### config.mk
export PLATFORM = sky130hd
export DESIGN_NAME = uart_tx_queue_flat
export DESIGN_NICKNAME = d
export VERILOG_FILES = /design/src/rtl/uart_pkg.sv /design/src/rtl/uart_tx_queue_if.sv /design/src/rtl/sync_fifo_byte.sv /design/src/rtl/uart_tx_queue.sv /design/src/flat_wrapper.sv
export SDC_FILE = /design/constraint.sdc
export NUM_CORES = 1
export LEC_CHECK = 0
export CELL_PAD_IN_SITES_DETAIL_PLACEMENT = 1
export CELL_PAD_IN_SITES_GLOBAL_PLACEMENT = 1
export CORE_MARGIN = 10
export CORE_UTILIZATION = 50
export DETAILED_ROUTE_END_ITERATION = 10
export PLACE_DENSITY_LB_ADDON = 0.1
export SYNTH_ARGS = -nofsm -noshare
export SYNTH_HDL_FRONTEND = slang
export SYNTH_SLANG_ARGS = --single-unit
### constraint.sdc
create_clock -name clk -period 2.6 [get_ports clk]
set_clock_uncertainty 0.1 [all_clocks]
set_input_delay 0.52 -clock clk [delete_from_list [all_inputs] [get_ports clk]]
set_output_delay 0.52 -clock clk [all_outputs]
set_load 0.01 [all_outputs]
### src/rtl/uart_pkg.sv
// uart_pkg
//   Shared definitions for the UART transmit-side blocks.
//   - DEFAULT_TXQ_DEPTH : default number of entries in the transmit byte queue
//   - txq_state_t       : states of the transmit-queue handshake sequencer
package uart_pkg;

  localparam int DEFAULT_TXQ_DEPTH = 16;

  typedef enum logic [1:0] {
    S_IDLE = 2'd0,
    S_REQ  = 2'd1,
    S_WAIT = 2'd2
  } txq_state_t;

endpackage

### src/rtl/uart_tx_queue_if.sv
// uart_tx_queue_if
//   Bundles the producer write port and the transmitter handshake of
//   uart_tx_queue.
//   Producer side : wr_en, wr_data, flush (in); full, empty, count (out)
//   Transmitter   : tx_start, tx_data (out); tx_busy (in)
//   Optional (UART_TX_QUEUE_OVF_EN): ovf, drop_cnt (out); ovf_clr (in)
//   Modport "slave" is the queue itself; "master" is whatever drives it
//   (producer logic plus transmitter, or a testbench).
interface uart_tx_queue_if
  import uart_pkg::*;
#(
  parameter int DEPTH = DEFAULT_TXQ_DEPTH
);

  localparam int ADDR_W = $clog2(DEPTH);

  logic            wr_en;
  logic [7:0]      wr_data;
  logic            flush;
  logic            full;
  logic            empty;
  logic [ADDR_W:0] count;
  logic            tx_start;
  logic [7:0]      tx_data;
  logic            tx_busy;

`ifdef UART_TX_QUEUE_OVF_EN
  logic            ovf;
  logic [7:0]      drop_cnt;
  logic            ovf_clr;

  modport slave (
    input  wr_en, wr_data, flush, tx_busy, ovf_clr,
    output full, empty, count, tx_start, tx_data, ovf, drop_cnt
  );

  modport master (
    output wr_en, wr_data, flush, tx_busy, ovf_clr,
    input  full, empty, count, tx_start, tx_data, ovf, drop_cnt
  );
`else
  modport slave (
    input  wr_en, wr_data, flush, tx_busy,
    output full, empty, count, tx_start, tx_data
  );

  modport master (
    output wr_en, wr_data, flush, tx_busy,
    input  full, empty, count, tx_start, tx_data
  );
`endif

endinterface

### src/rtl/sync_fifo_byte.sv
// sync_fifo_byte
//   Synchronous byte FIFO: circular buffer of DEPTH x 8 with wrapping
//   read/write pointers and registered occupancy flags.
//   Ports:
//     clk, rst_n       : clock, asynchronous active-low reset
//     push, push_data  : enqueue strobe and byte (ignored while full)
//     pop              : dequeue strobe (ignored while empty)
//     flush            : synchronous clear, wins over push
//     head             : byte at the read pointer
//     full, empty      : registered flags
//     count            : occupancy 0..DEPTH
module sync_fifo_byte
  import uart_pkg::*;
#(
  parameter  int DEPTH  = DEFAULT_TXQ_DEPTH,
  localparam int ADDR_W = $clog2(DEPTH)
) (
  input  logic            clk,
  input  logic            rst_n,
  input  logic            push,
  input  logic [7:0]      push_data,
  input  logic            pop,
  input  logic            flush,
  output logic [7:0]      head,
  output logic            full,
  output logic            empty,
  output logic [ADDR_W:0] count
);

  logic [7:0]        mem [DEPTH];
  logic [ADDR_W-1:0] wr_ptr;
  logic [ADDR_W-1:0] rd_ptr;
  logic [ADDR_W:0]   count_next;
  logic              do_push;
  logic              do_pop;

  // The full test uses the registered flag, so a push is refused even when a
  // pop frees a slot in the same cycle.
  assign do_push = push && !full && !flush;
  assign do_pop  = pop && !empty;
  assign head    = mem[rd_ptr];

  always_comb begin
    count_next = count;
    if (do_push && !do_pop) begin
      count_next = count + (ADDR_W+1)'(1);
    end else if (do_pop && !do_push) begin
      count_next = count - (ADDR_W+1)'(1);
    end
  end

  // Pointers wrap naturally because DEPTH is a power of two.
  always_ff @(posedge clk or negedge rst_n) begin
    if (!rst_n) begin
      wr_ptr <= '0;
      rd_ptr <= '0;
      count  <= '0;
      empty  <= 1'b1;
      full   <= 1'b0;
    end else if (flush) begin
      wr_ptr <= '0;
      rd_ptr <= '0;
      count  <= '0;
      empty  <= 1'b1;
      full   <= 1'b0;
    end else begin
      if (do_push) begin
        wr_ptr <= wr_ptr + ADDR_W'(1);
      end
      if (do_pop) begin
        rd_ptr <= rd_ptr + ADDR_W'(1);
      end
      count <= count_next;
      empty <= (count_next == '0);
      full  <= (count_next == (ADDR_W+1)'(DEPTH));
    end
  end

  always_ff @(posedge clk) begin
    if (do_push) begin
      mem[wr_ptr] <= push_data;
    end
  end

endmodule

### src/rtl/uart_tx_queue.sv
// uart_tx_queue
//   Byte queue in front of the UART transmitter. Producers write bytes with
//   single-cycle strobes; a three-state sequencer hands them one at a time to
//   the transmitter using its level-start / busy handshake.
//   Ports:
//     clk, rst_n : clock, asynchronous active-low reset
//     bus        : uart_tx_queue_if.slave (write port, status, tx handshake)
//   Optional feature, enabled by defining UART_TX_QUEUE_OVF_EN:
//     bus.ovf (sticky dropped-write flag), bus.drop_cnt (saturating drop
//     count), bus.ovf_clr (clears both; wins over a simultaneous drop).
module uart_tx_queue
  import uart_pkg::*;
#(
  parameter int DEPTH = DEFAULT_TXQ_DEPTH
) (
  input  logic           clk,
  input  logic           rst_n,
  uart_tx_queue_if.slave bus
);

  txq_state_t state;
  logic [7:0] head;
  logic       pop;

  // A byte only leaves the queue from idle while the transmitter is free,
  // so a request can never be raised on top of a busy transmitter.
  assign pop = (state == S_IDLE) && !bus.empty && !bus.tx_busy;

  sync_fifo_byte #(
    .DEPTH (DEPTH)
  ) fifo (
    .clk       (clk),
    .rst_n     (rst_n),
    .push      (bus.wr_en),
    .push_data (bus.wr_data),
    .pop       (pop),
    .flush     (bus.flush),
    .head      (head),
    .full      (bus.full),
    .empty     (bus.empty),
    .count     (bus.count)
  );

  // tx_start stays low for all of S_WAIT so the transmitter sees it drop
  // and re-arms before the next request. Flush never touches this FSM.
  always_ff @(posedge clk or negedge rst_n) begin
    if (!rst_n) begin
      state        <= S_IDLE;
      bus.tx_start <= 1'b0;
      bus.tx_data  <= 8'h00;
    end else begin
      case (state)
        S_IDLE: begin
          if (pop) begin
            bus.tx_data  <= head;
            bus.tx_start <= 1'b1;
            state        <= S_REQ;
          end
        end
        S_REQ: begin
          if (bus.tx_busy) begin
            bus.tx_start <= 1'b0;
            state        <= S_WAIT;
          end
        end
        S_WAIT: begin
          if (!bus.tx_busy) begin
            state <= S_IDLE;
          end
        end
        default: begin
          bus.tx_start <= 1'b0;
          state        <= S_IDLE;
        end
      endcase
    end
  end

`ifdef UART_TX_QUEUE_OVF_EN
  logic drop;

  assign drop = bus.wr_en && bus.full && !bus.flush;

  always_ff @(posedge clk or negedge rst_n) begin
    if (!rst_n) begin
      bus.ovf      <= 1'b0;
      bus.drop_cnt <= 8'h00;
    end else if (bus.ovf_clr) begin
      bus.ovf      <= 1'b0;
      bus.drop_cnt <= 8'h00;
    end else if (drop) begin
      bus.ovf <= 1'b1;
      if (bus.drop_cnt != 8'hFF) begin
        bus.drop_cnt <= bus.drop_cnt + 8'd1;
      end
    end
  end
`endif

endmodule

### src/flat_wrapper.sv
// flat-port wrapper written by rule: the top's interface ports become plain ports
module uart_tx_queue_flat import uart_pkg::*;
#(
  parameter int DEPTH = DEFAULT_TXQ_DEPTH
)
  (clk, rst_n, bus_wr_en, bus_wr_data, bus_flush, bus_tx_busy, bus_full, bus_empty, bus_count, bus_tx_start, bus_tx_data);
  uart_tx_queue_if #(.DEPTH(DEPTH)) bus_i ();
  input  logic clk;
  input  logic rst_n;
  input wire logic [$bits(bus_i.wr_en)-1:0] bus_wr_en;
  input wire logic [$bits(bus_i.wr_data)-1:0] bus_wr_data;
  input wire logic [$bits(bus_i.flush)-1:0] bus_flush;
  input wire logic [$bits(bus_i.tx_busy)-1:0] bus_tx_busy;
  output wire logic [$bits(bus_i.full)-1:0] bus_full;
  output wire logic [$bits(bus_i.empty)-1:0] bus_empty;
  output wire logic [$bits(bus_i.count)-1:0] bus_count;
  output wire logic [$bits(bus_i.tx_start)-1:0] bus_tx_start;
  output wire logic [$bits(bus_i.tx_data)-1:0] bus_tx_data;
  assign bus_i.wr_en = bus_wr_en;
  assign bus_i.wr_data = bus_wr_data;
  assign bus_i.flush = bus_flush;
  assign bus_i.tx_busy = bus_tx_busy;
  assign bus_full = bus_i.full;
  assign bus_empty = bus_i.empty;
  assign bus_count = bus_i.count;
  assign bus_tx_start = bus_i.tx_start;
  assign bus_tx_data = bus_i.tx_data;
  uart_tx_queue #(.DEPTH(DEPTH)) u_core (.clk(clk), .rst_n(rst_n), .bus(bus_i));
endmodule
* Word-level counts from Yosys, hierarchy flattened *
Memories as Yosys holds them, arrays and structs flattened. A register that Yosys moved wholly into a read port is not among the register bits.
Index checks and enable logic that the tools add are counted.

cells by class
  add/subtract/negate cells = 4
  eq/ne operators = 6
  mux-type cells = 18
  bitwise logic cells = 1
  reductions and logical operators = 21

operator list
  cell                                                  count
  two-way mux 4 bit                                     4
  two-way mux 5 bit                                     3
  adder 4 x 1 -> 4 bit (second input constant)          2
  logical AND 1 bit                                     7
  logical NOT 1 bit                                     7
  two-way mux 1 bit                                     6
  two-way mux 2 bit                                     3
  != test 2 bit (second input constant)                 3
  case mux 2 bit (3 select lines)                       1
  AND reduction 3 bit                                   2
  adder 5 x 1 -> 5 bit (second input constant)          1
  equality test 5 bit (second input constant)           1
  logical NOT 5 bit                                     1
  subtractor 5 x 1 -> 5 bit (second input constant)     1
  nonzero test 2 bit                                    2
  case mux 1 bit (3 select lines)                       1
  equality test 2 x 1 -> 1 bit (second input constant)  1
  equality test 2 bit (second input constant)           1
  logical NOT 2 bit                                     1
  AND reduction 2 bit                                   1
  NOT 1 bit                                             1

word-level totals
  register bits = 18
  memory bits (writable) = 128
  bits of input ports = 13
  memories kept = 1

memory list
  name             depth  bits a word  rd ports  clocked after memory_dff  write ports  RTL line              RTL
  u_core.fifo.mem  16     8            1         1                         1            sync_fifo_byte.sv:30  logic [7:0] mem [DEPTH];

* Logic depth before layout (Yosys ltp) *
  depth in word-level cells = 9
  mapped depth = 7
  depth with buffers taken out = 6

* Modules after synthesis *
From an unflattened synthesis, not the netlist that was laid out.

unflattened totals
  cells, all modules = 321
  area total of the unflattened synthesis = 6251.0 µm²

modules (own cells, without submodules)
  module          times used  cells each  area an instance (µm²)
  sync_fifo_byte  1           294         5818.1
  uart_tx_queue   1           27          432.9

* Worst setup path before layout *
OpenSTA, ideal clock, no wires.

  path type = register to register
  start = register u_core.fifo.full
  end = memory u_core.fifo.mem[1][0], enable pin
  arrival = 1731 ps
  setup slack = 374 ps
  cell stages (with the launch flop) = 4
  path buffers = 1
  clock period less this slack = 2226 ps
  path through = dfrtp_1 > nand2b_1 > clkbuf_1 > nor4_1

on the way
  word-level cells in the longest chain between the ends = 5

RTL lines
  element                                  RTL line              RTL
  start, declared                          sync_fifo_byte.sv:25  output logic full,
  start signal, assigned                   sync_fifo_byte.sv:75  full <= (count_next == (ADDR_W+1)'(DEPTH));
  logical NOT 1 bit                        sync_fifo_byte.sv:39  assign do_push = push && !full && !flush;
  logical AND 1 bit (2 in series)          sync_fifo_byte.sv:39
  two-way mux 1 bit                        sync_fifo_byte.sv:80  if (do_push) begin
  two-way mux 1 bit (not written as such)  sync_fifo_byte.sv:81  mem[wr_ptr] <= push_data;
  end, declared                            sync_fifo_byte.sv:30

Every way passes these cells.

* Worst setup path in the final report *
  start = register u_core.fifo.empty
  end = output port bus_empty

RTL lines
  element                 RTL line              RTL
  start, declared         sync_fifo_byte.sv:26  output logic empty,
  start signal, assigned  sync_fifo_byte.sv:74  empty <= (count_next == '0);
  end, declared           flat_wrapper.sv:15    output wire logic [$bits(bus_i.empty)-1:0] bus_empty;

No word-level cell between the ends.

==> results by group <==
Logic synthesis
  – Top-count cell post-synth: edfxtp_1
  – Dominant cell type by area after synthesis: edfxtp_1
  – Mean Syn Cell Area: 17.7 um2
  – Largest cells by area after synthesis: edfxtp_1 61%, mux4_2 11%, dfrtp_1 10%, mux2i_1 2.6%, nor2_1 1.9%
  – Synth unique cells: 42
  – Post-synth top area share: 0.613
  – Number of flops mapped to enable cells by yosys: approximately 130
  – Syn nets: approximately 380
  – Register area share after synthesis: 0.716
  – Post-synth top cells: 128 x edfxtp_1, 32 x mux4_2, 31 x nor2_1
  – Synth Register Bits: 154
  – Yosys warns: 0
  – Mapped Area: around 6300 um2
  – Syn Inst Count: between 300 and 400
  – Ys flop type: edfxtp_1
  – Asr flop ratio synth: 0.169

Power
  – Internal: ~0.0048 W
  – Switching power share of the total: 0.260
  – VDD IR max: 0.460 mV
  – Reg power frac: 0.462
  – Total Power: between 0.006 and 0.007 W
  – Comb pwr share: 0.189
  – Pwr dens: 860 nW/um2
  – Net switching power figure: ~0.0017 W
  – LEAKAGE: 2.47 nW
  – Clock power share: 0.349

Final layout
  – Final net count: between 400 and 500
  – # diodes: 0
  – Fin util: 0.615
  – Fillers: around 1100
  – Synth-to-layout area growth: 19.1%
  – Share of cells above drive strength 1: 0.238

GRT
  – First-pass GRT wire length: approximately 21000 um
  – Largest net degree at the start of global routing: 36
  – GR Overflow Total: 0
  – All-Layer GR Usage: 0.163
  – Number of global-route vias before repair: 3533
  – Initial antenna violation count: 0

Floorplan
  – Starting Density: 0.516
  – I/O Pins: 29
  – Die ar.: about 17000 um2
  – Core area: between 10000 and 15000 um2
  – Site row count: 40
  – Die Wd: approximately 130 um
  – Die Y: 132 um

Worst setup path
  – Critical-path cell list: clkdlybuf4s50_1
  – CP peak stage delay: 0.57 ns
  – Crit path DAT: 1.53 ns
  – Critical path class: flop to output port
  – Delay-heaviest family, CP: flip-flops
  – Crit Reg-Reg Endpoint: u_core.fifo.full
  – Critical register-to-register path startpoint: u_core.state[0]
  – Required time of the critical path: just under 2 ns
  – CP Capture Type: output port
  – Crit path buf inv count: 1
  – CP Launch Type: flop
  – Crit-path slowest cell: dfstp_2
  – R2r worst-path depth: 5
  – Flop2flop setup slack: around 0.55 ns
  – Worst-path fanout max: 5

Route
  – Wire length per cell: 23.0 um
  – Final wirelength: 13600 um
  – # DRC: 0
  – Routed via count: 3365
  – DR iter-0 viols: about 260
  – DRT Pass-1 Iters: 4
  – Antenna-violating nets left: 0
  – Vias/cell: about 5.7

Worst hold path
  – Hold path start: u_core.bus.tx_start
  – Hold depth: 2
  – Worst Hold End: u_core.bus.tx_start
  – Hold crit path type: flop to flop

Clock tree
  – CTS Sinks: approximately 150
  – CTS Buf Count: 17
  – Clock Pin Slew Worst Setup and Hold Paths: approximately 0.06 ns
  – CTS tree: done
  – Clock buffer depth: 2
  – Post-CTS repair timing setup buffer count: 0
  – Post-CTS Hold Fix Bufs: 0
  – Post-CTS sizing: 0
  – Clock Latency Late Sink: 0.41 ns
  – # H-tree levels: 4
  – Root buffer cell: clkbuf_16

Timing
  – Fmax: ~470 MHz
  – Final Max Slew Viols: 0
  – Final setup violating endpoints: 0
  – Pin slew with the least headroom to its limit: 0.770 ns
  – Final Critical Period: between 2 and 2.5 ns
  – Setup TNS: 0 ns
  – Max_slew headroom: 0.485
  – Period utilization: 0.826
  – RSZ-0062 raised after global routing: no
  – Endpoints failing hold: 0

Run
  – Max-Cap Viols: 0

Place
  – Final HPWL DP: about 8800 um
  – Final Wtd Congestion: between 0.7 and 0.8
  – Port Buf Inserts: 28

Status
  – Outcome: completed
-- cell type report --
cell class | instances | area (um2) | share of cell area
flip-flops and latches | 154 | 4500 | 0.602
multi-input cells | 174 | 1680 | 0.225
inverters | 7 | 26.3 | 0.00352
repair buffers | 58 | 518 | 0.0693
well taps | 168 | 210 | 0.0281
clock inverters | 12 | 104 | 0.0139
clock buffers | 20 | 437 | 0.0584
-- power groups by stage --
stage / clock [W] / combinational, W / sequential, W
2_1_floorplan: 0 / 0.000713 / 0.00303
3_3_place_gp: 0 / 0.00119 / 0.00302
3_5_place_dp: 0 / 0.00123 / 0.00302
4_1_cts: 0.00229 / 0.00124 / 0.00297
5_1_grt: 0.00241 / 0.00133 / 0.00299
6_report: 0.00224 / 0.00121 / 0.00297
-- cells in the final DEF (no fill, tap or decap), types with 2 or more instances in the layout --
cell and count:
a21oi_1 14, buf_4 29, clkbuf_1 3, clkbuf_16 17
clkdlybuf4s50_1 28, clkinv_2 4, clkinv_4 3, clkinvlp_4 2
dfrtp_1 24, edfxtp_1 128, ha_1 7, inv_1 7
mux2i_1 16, mux4_2 32, nand2_1 10, nand2b_1 5
nand3_1 5, nand4_1 3, nor2_1 31, nor3_1 5
nor4_1 3, nor4_2 4, o21ai_0 9, xnor2_1 5
xor2_1 6
-- metal layers --
layer,track usage,share of wire
met1,0.213,0.43
met2,0.262,0.52
met3,0.0358,0.038
met4,0.0556,0.010
met5,0,0
-- kinds of logic (layout without fill, tap and decap cells) --
kind of cell | Yosys count | after routing | synth area share
xor+xnor | 11 | 11 | 0.0154
flops | 154 | 154 | 0.716
fa+ha+maj | 7 | 7 | 0.0140
mux | 48 | 48 | 0.140
simple gates | 77 | 77 | 0.0642
buf+inv | 27 | 97 | 0.0185
compound gates | 31 | 31 | 0.0311
-- worst max-delay path by stage --
stage	startpoint	endpoint	slack [ns]	cells past startpoint
after floorplan	u_core.fifo.full	u_core.fifo.mem[1][0]	0.37	3
after global placement	bus_tx_busy	u_core.fifo.full	0.19	6
after detailed placement	bus_tx_busy	u_core.fifo.full	0.12	8
after CTS	u_core.fifo.empty	bus_empty	0.42	1
after global routing	u_core.fifo.empty	bus_empty	0.38	1
final	u_core.fifo.empty	bus_empty	0.45	1
-- state kept, by name, indices dropped and copies added, names as in the netlist --
register	count
u_core.fifo.empty	1
u_core.bus.tx_start	1
u_core.fifo.full	1
u_core.bus.tx_data	8
u_core.fifo.rd_ptr	4
u_core.fifo.mem	128
u_core.fifo.wr_ptr	4
u_core.state	2
u_core.fifo.count	5
-- through the flow --
step | area, um2 | std cells | setup slack, ns | hold WS, ns
global placement | 6930 | 561 | 0.188 | 0.381
floorplan | 6270 | 355 | 0.374 | 0.124
global route | 7470 | 593 | 0.380 | 0.431
detailed placement | 6930 | 561 | 0.117 | 0.394
finish | 7470 | 593 | 0.451 | 0.404
CTS | 7470 | 593 | 0.415 | 0.410
-- worst reg2reg max path: stages, from the launching register on --
cell and delay [ns]:
dfrtp_1 0.43, or4_4 0.61, nor4b_1 0.38, nor4b_2 0.11, o31a_1 0.13, and4bb_1 0.19
(Power assumes the default switching activity.)
